**config.mk**
```make
export PLATFORM = sky130hd
export DESIGN_NAME = tt_input_debouncer
export DESIGN_NICKNAME = d
export VERILOG_FILES = /design/src/rtl/tt_input_debouncer.sv
export SDC_FILE = /design/constraint.sdc
export NUM_CORES = 1
export LEC_CHECK = 0
export ABC_AREA = 1
export CORE_ASPECT_RATIO = 0.75
export CORE_UTILIZATION = 30
export DETAILED_ROUTE_END_ITERATION = 16
export GPL_TIMING_DRIVEN = 1
export PLACE_DENSITY = 0.58
export SYNTH_ARGS = -nofsm -noshare
export SYNTH_HDL_FRONTEND = slang
export SYNTH_SLANG_ARGS = --single-unit
```
**constraint.sdc**
```tcl
create_clock -name clk -period 1.5 [get_ports clk]
set_clock_uncertainty 0.05 [all_clocks]
set_input_delay 0.15 -clock clk [delete_from_list [all_inputs] [get_ports clk]]
set_output_delay 0.15 -clock clk [all_outputs]
set_load 0.02 [all_outputs]
```
**src/rtl/tt_input_debouncer.sv**
```systemverilog
// Input conditioning for the Tiny Tapeout dedicated inputs.
// Each bit is synchronised, then debounced, then edge-detected into one-cycle pulses.
module tt_input_debouncer #(
  parameter int unsigned WIDTH           = 8,
  parameter int unsigned SYNC_STAGES     = 2,
  parameter int unsigned DEBOUNCE_CYCLES = 16
) (
  input  logic             clk,
  input  logic             reset,
  input  logic [WIDTH-1:0] raw_i,
  output logic [WIDTH-1:0] level_o,
  output logic [WIDTH-1:0] rise_o,
  output logic [WIDTH-1:0] fall_o,
  output logic             changed_o
);

  localparam int unsigned CNT_W = $clog2(DEBOUNCE_CYCLES + 1);
  localparam logic [CNT_W-1:0] CNT_LAST = CNT_W'(DEBOUNCE_CYCLES - 1);

  logic [WIDTH-1:0] sync_q [SYNC_STAGES];
  logic [CNT_W-1:0] cnt_q  [WIDTH];
  logic [CNT_W-1:0] cnt_d  [WIDTH];
  logic [WIDTH-1:0] stable_s;
  logic [WIDTH-1:0] level_d;

  // Per-bit stability counter: any return to the accepted level restarts the count.
  always_comb begin
    stable_s = sync_q[SYNC_STAGES-1];
    level_d  = level_o;
    for (int b = 0; b < int'(WIDTH); b++) begin
      cnt_d[b] = cnt_q[b];
      if (stable_s[b] == level_o[b]) begin
        cnt_d[b] = '0;
      end else if (cnt_q[b] == CNT_LAST) begin
        level_d[b] = stable_s[b];
        cnt_d[b]   = '0;
      end else begin
        cnt_d[b] = cnt_q[b] + CNT_W'(1);
      end
    end
  end

  // Sync chain, counters, accepted level and edge pulses all share one reset.
  always_ff @(posedge clk) begin
    if (reset) begin
      for (int k = 0; k < int'(SYNC_STAGES); k++) begin
        sync_q[k] <= '0;
      end
      for (int b = 0; b < int'(WIDTH); b++) begin
        cnt_q[b] <= '0;
      end
      level_o   <= '0;
      rise_o    <= '0;
      fall_o    <= '0;
      changed_o <= 1'b0;
    end else begin
      sync_q[0] <= raw_i;
      for (int k = 1; k < int'(SYNC_STAGES); k++) begin
        sync_q[k] <= sync_q[k-1];
      end
      for (int b = 0; b < int'(WIDTH); b++) begin
        cnt_q[b] <= cnt_d[b];
      end
      level_o   <= level_d;
      rise_o    <= level_d & ~level_o;
      fall_o    <= ~level_d & level_o;
      changed_o <= (level_d != level_o);
    end
  end

endmodule

```
==> results of run 1 <==
## metrics by stage
step,setup slack [ns],area (sq um),setup TNS (ns)
2_1_floorplan,-0.0190,3430,-0.0190
3_3_place_gp,-0.218,4180,-0.438
3_5_place_dp,-0.237,4180,-0.553
4_1_cts,-0.200,4640,-0.389
5_1_grt,-0.232,4780,-0.528
6_report,-0.157,4780,-0.170
## critical path, delay by kind of cell (launching register included)
family,cells,cell delay [ns]
adders and majority gates,3,0.65
DFF,1,0.35
and+or+nand+nor,4,0.34
AOI/OAI and AO/OA,2,0.14
## final cells by class
cell class                 count  share of cell area, %
clock inverter                 4                   2.07
tap                          136                   3.56
inverter                      80                   6.50
timing repair buffer          82                   14.8
clock buffer                  12                   5.37
sequential                    81                   34.4
multi-input combinational    215                   33.4
## registers in the layout (all words and copies together), names as in the netlist
register / flops
cnt_q: 40
sync_q: 16
fall_o: 8
level_o: 8
rise_o: 8
changed_o: 1
## cells by family (layout without fill, tap and decap cells)
group / after synthesis / in the layout / share of synthesized area (%)
flops: 81 / 81 / 49.0
buf+inv: 85 / 178 / 11.1
fa+ha+maj: 32 / 32 / 12.1
compound gates: 17 / 17 / 3.48
simple gates: 158 / 158 / 22.2
xor+xnor: 8 / 8 / 2.12
## worst paths after layout
path	start	end	slack (ns)	depth (start not counted)
worst max-delay path	cnt_q[0][5]	changed_o	-0.16	9
worst max register to register	cnt_q[0][5]	changed_o	-0.16	9
worst min register to register	sync_q[0][3]	sync_q[0][11]	0.35	2
worst min-delay path	reset	level_o[5]	0.17	2
## repair_timing
action / CTS / global route
gates resized for setup: 28 / 41
pin swaps: 19 / 24
setup buffers: 8 / 4
endpoints found under the setup margin: 16 / 30
cloned: 0 / 0
hold buffers: 0 / 0
## layer usage
layer	wire, microns	track usage (%)	part of all wire (%)
met5	0	0	0
met2	2520	16.7	44
met4	97	5.72	1.7
met1	2820	13.2	49
met3	285	4.86	5.0
## power groups by stage
| stage | Clock [mW] | Combinational (mW) | Sequential (mW) |
|---|---|---|---|
| final | 2.57 | 0.134 | 2.20 |
| after global routing | 2.72 | 0.153 | 2.20 |
| after CTS | 2.65 | 0.134 | 2.19 |
| after detailed placement | 0 | 0.133 | 2.24 |
| after global placement | 0 | 0.131 | 2.24 |
| after floorplan | 0 | 0.0835 | 2.24 |
## placed cells by master (no fill, tap or decap), drive strengths merged, types with 3 or more instances in the layout
master / n
a21oi: 9
nand3: 16
nand4: 8
buf: 49
ha: 32
clkdlybuf4s50: 22
inv: 80
xnor2: 8
clkbuf: 12
o21ai: 8
bufinv: 3
nor2: 90
nand2: 44
dfxtp: 81
dlygate4sd2: 9
==> flow_summary.ini, run 1 <==
[setup_path]
crit_top_cell = nor2_2
cp-end-kind = flop
path_class = flop to flop
path_max_fanout = 3
slowest_delay_ns = 0.35
cp.required_ns = 1.66
start_kind = flop
cpMaxStageDelayCell = dfxtp_2
worstPathCellList = ha_4, nand2_2, nor2_2, ha_2, o21ai_2, ha_1, nand2_1, nor2_2, a21oi_1
cp.arrival_ns = 1.82

[layout]
fin_nets = 511
nFillCells = 1027
layout-drive-gt1-share_pct = 33.8
multi_input_area_sq_mm = 0.00159
area_growth_pct = 44.4
postLayoutCoreUtil_pct = 45.5
antenna_cells = 0
fin_cells = 610
seq_area_sq_mm = 0.00164

[power]
internal_power_mw = 3.96
pwr-share-clk_pct = 52.5
switching_share_pct = 19.2
powerDensity_mw_per_mm2 = 1030
p_seq_share_pct = 44.8
comb_power_share_pct = 2.7
p_total_mw = 4.90
p_switching_mw = 0.941
worst_ir_drop_vdd_uv = 783
p_leak_nw = 1.95

[synth]
synth_area_leaders = dfxtp_1 49%, ha_1 12%, nor2_1 9.6%, inv_1 9.1%, nand2_1 5.0%
ys_seq_elements = 81
yosysMostFrequentCell = nor2_1
synth-edff-count = 0
syn_area_per_cell_sq_um = 8.68
ys_seq_area_share_pct = 49.0
yosys-top-cells-count = 85 x nor2_1, 81 x dfxtp_1, 80 x inv_1, 44 x nand2_1, 32 x ha_1
yosysTopAreaCellShare_pct = 49.0
syn_nets = 423
yosysWarnings = 0
async_flop_share_pct = 0
postSynthCellCount = 381
yosysUniqueCellTypes = 16
synthFlopType = dfxtp_1
synthesis.area_sq_mm = 0.00331
yosysTopAreaCell = dfxtp_1

[floorplan]
initial_core_util_pct = 31.5
fp.dieH_microns = 92.9
boundaryPins = 35
core-area_sq_mm = 0.0105
die_area_sq_mm = 0.0115
rows = 32
die_x_microns = 123

[global_route]
grt_max_degree = 15
grt_pass1_vias = 2262
grt_pass1_wl_mm = 9.55
antenna_found_initial = 0
grt-ovfl-total = 0
grt_use_total_pct = 11.1

[timing]
hold-worst-slack_ns = 0.172
fmax_ghz = 0.603
report.final.slew_viol_count = 0
layout_min_cycle_time_ns = 1.66
finalCritPeriodShare_pct = 110
worst_slew_pin_slew_ns = 0.417
setup_violations = 2
rsz0062_at_grt = true
setup_ws_ns = -0.157
slew_headroom_pct = 72.2
hold_violations = 0

[clock_tree]
clk_path_buf_depth = 2
cts_tree = built
numClockSinks = 81
cts_buffers = 9
cts-root-buf = clkbuf_16
htree_levels = 3
clkLatencyLatePin_ns = 0.34
path_clk_slew_ns = 0.06

[run]
maxCapViolCount = 0

[placement]
io_buffers = 34
routabilityCongestion = 0.694
place_inst = 586
dpl.hpwl_mm = 4.02

[detailed_routing]
via_per_inst = 3.99
ant_nets = 0
routed_wirelength_mm = 5.72
wl_per_cell_microns = 9.37
drt_first_pass_iters = 4
drc = 0
drt-initial-drc-count = 100
vias = 2434

[status]
violations = setup timing
status = finished with violations

[hold_path]
hold_class = primary input to flop
(Power assumes the default switching activity.)
==> inputs of run 2 (changes only) <==
Settings changed: CORE_ASPECT_RATIO 0.75 to default, CORE_UTILIZATION 30 to 40, PLACE_DENSITY 0.58 to 0.71.
==> flow_summary.ini, run 2 (same netlist as run 1, synthesis figures left out) <==
[detailed_routing]
wl_per_cell_microns = 10.2
ant_nets = 0
routed_wirelength_mm = 6.02
drt-initial-drc-count = 80
drc = 0
vias = 2564
drt_first_pass_iters = 4
via_per_inst = 4.36

[floorplan]
fp.dieH_microns = 92.9
initial_core_util_pct = 42.1
boundaryPins = 35
rows = 32
die_x_microns = 92.9
die_area_sq_mm = 0.00864
core-area_sq_mm = 0.00785

[setup_path]
path_class = flop to flop
start_kind = flop
cp.arrival_ns = 1.80
cp-end-kind = flop
cp.required_ns = 1.70
path_max_fanout = 3

[timing]
fin_tns_setup_ns = -0.112
setup_violations = 2
setup_ws_ns = -0.102
layout_min_cycle_time_ns = 1.60
slew_headroom_pct = 78.0
finalCritPeriodShare_pct = 107
worst_slew_pin_slew_ns = 0.330
report.final.slew_viol_count = 0
hold_violations = 0
fmax_ghz = 0.624
rsz0062_at_grt = true

[placement]
routabilityCongestion = 0.742
pre_cts_slack_ns = -0.231
dpl.hpwl_mm = 4.14
io_buffers = 34
place_inst = 550

[clock_tree]
htree_levels = 3
cts_tree = built
clkLatencyLatePin_ns = 0.35
path_clk_slew_ns = 0.08
cts-root-buf = clkbuf_8
numClockSinks = 81
cts_buffers = 9
clk_path_buf_depth = 2
hold_buffers = 0

[layout]
fin_cells = 588
postLayoutCoreUtil_pct = 60.7
fin_nets = 523
antenna_cells = 0
layout-drive-gt1-share_pct = 38.1
largest_register = cnt_q
nFillCells = 691
final_common_cell = nor2_1
largest_reg_flops = 40
area_growth_pct = 44.0
final_cell_mix = 71 x nor2_1, 67 x inv_1, 65 x dfxtp_1
reg_top3 = cnt_q: 40 flops, sync_q: 16 flops

[power]
p_total_mw = 3.98
powerDensity_mw_per_mm2 = 836
p_leak_nw = 2.14
worst_ir_drop_vdd_uv = 499

[global_route]
grt_pass1_vias = 2589
grt_use_total_pct = 15.2
antenna_found_initial = 0
grt_pass1_wl_mm = 10.3
grt_max_degree = 20
grt-ovfl-total = 0

[status]
violations = setup timing
status = finished with violations

[run]
maxCapViolCount = 0

[hold_path]
hold_class = primary input to flop
run 2: cell count changes in the layout (fill, tap and decap cells not counted), moves of 4 or more:
cell / delta
buf_4: +12
dlymetal6s2s_1: +9
nor2_2: +5
clkbuf_8: +7
nor2_1: -6
clkbuf_16: -9
nand2_1: -4
clkdlybuf4s50_1: -9
nand2_2: +4
clkinv_2: +5
run 2: area by class of cell:
class                           instances  area [sq um]  share of cell area, %
Clock inverter                          7          85.1                   1.79
Tap cell                              102           128                   2.68
Multi-Input combinational cell        215          1650                   34.6
Sequential cell                        81          1640                   34.5
Inverter                               80           308                   6.47
Timing Repair Buffer                   94           827                   17.4
Clock buffer                            9           124                   2.60
run 2: report_power, final:
part           internal [mW]  switching [mW]  total (mW)  leakage, nW
Sequential              2.18          0.0164        2.19        0.664
Clock                  0.922           0.732        1.65        0.113
Combinational         0.0642          0.0711       0.135         1.36
run 2: worst max-delay path, stage by stage, from the launching register on:
cell and delay (ns):
dfxtp_2 0.34, ha_4 0.16, nand2_2 0.06, nor2_2 0.03, ha_2 0.20, nand2_2 0.07
o21ai_2 0.06, ha_1 0.27, nand2_1 0.06, nor2_1 0.13, a21oi_2 0.07
run 2: timing repair:
item / in CTS / in global routing
setup buffers: 14 / 8
gates resized for setup: 46 / 45
endpoints found under the setup margin: 17 / 40
hold endpoints to repair: 0 / 0
pin swaps: 39 / 39
run 2: routing by layer:
metal,vias to the layer above,global-route usage (%),routed length [microns]
met2,32,29.2,3210
met3,8,5.58,235
met1,1179,14.5,2500
met4,0,5.51,76
li1,1345,-,-
met5,-,0,0
run 2: metrics by stage:
| stage | hold slack, ns | area (sq um) |
|---|---|---|
| floorplan | 0.207 | 3430 |
| global placement | 0.341 | 4140 |
| detailed placement | 0.343 | 4140 |
| CTS | 0.101 | 4560 |
| global route | 0.120 | 4760 |
| finish | 0.116 | 4760 |
run 2: final timing paths:
kind,slack (ns),cells past startpoint,endpoint,from
max,-0.10,10,changed_o,cnt_q[1][6]
min,0.12,2,fall_o[5],reset
max reg2reg,-0.10,10,changed_o,cnt_q[1][6]
min reg2reg,0.35,2,sync_q[0][12],sync_q[0][4]
==> inputs of run 3 (changes only) <==
Settings changed: CTS_BUF_LIST from default to sky130_fd_sc_hd__clkbuf_2 sky130_fd_sc_hd__clkbuf_4 sky130_fd_sc_hd__clkbuf_8, SLEW_MARGIN from default to 40.
==> results of run 3 <==
Final layout, timing and power as in run 2 (identical DEF).
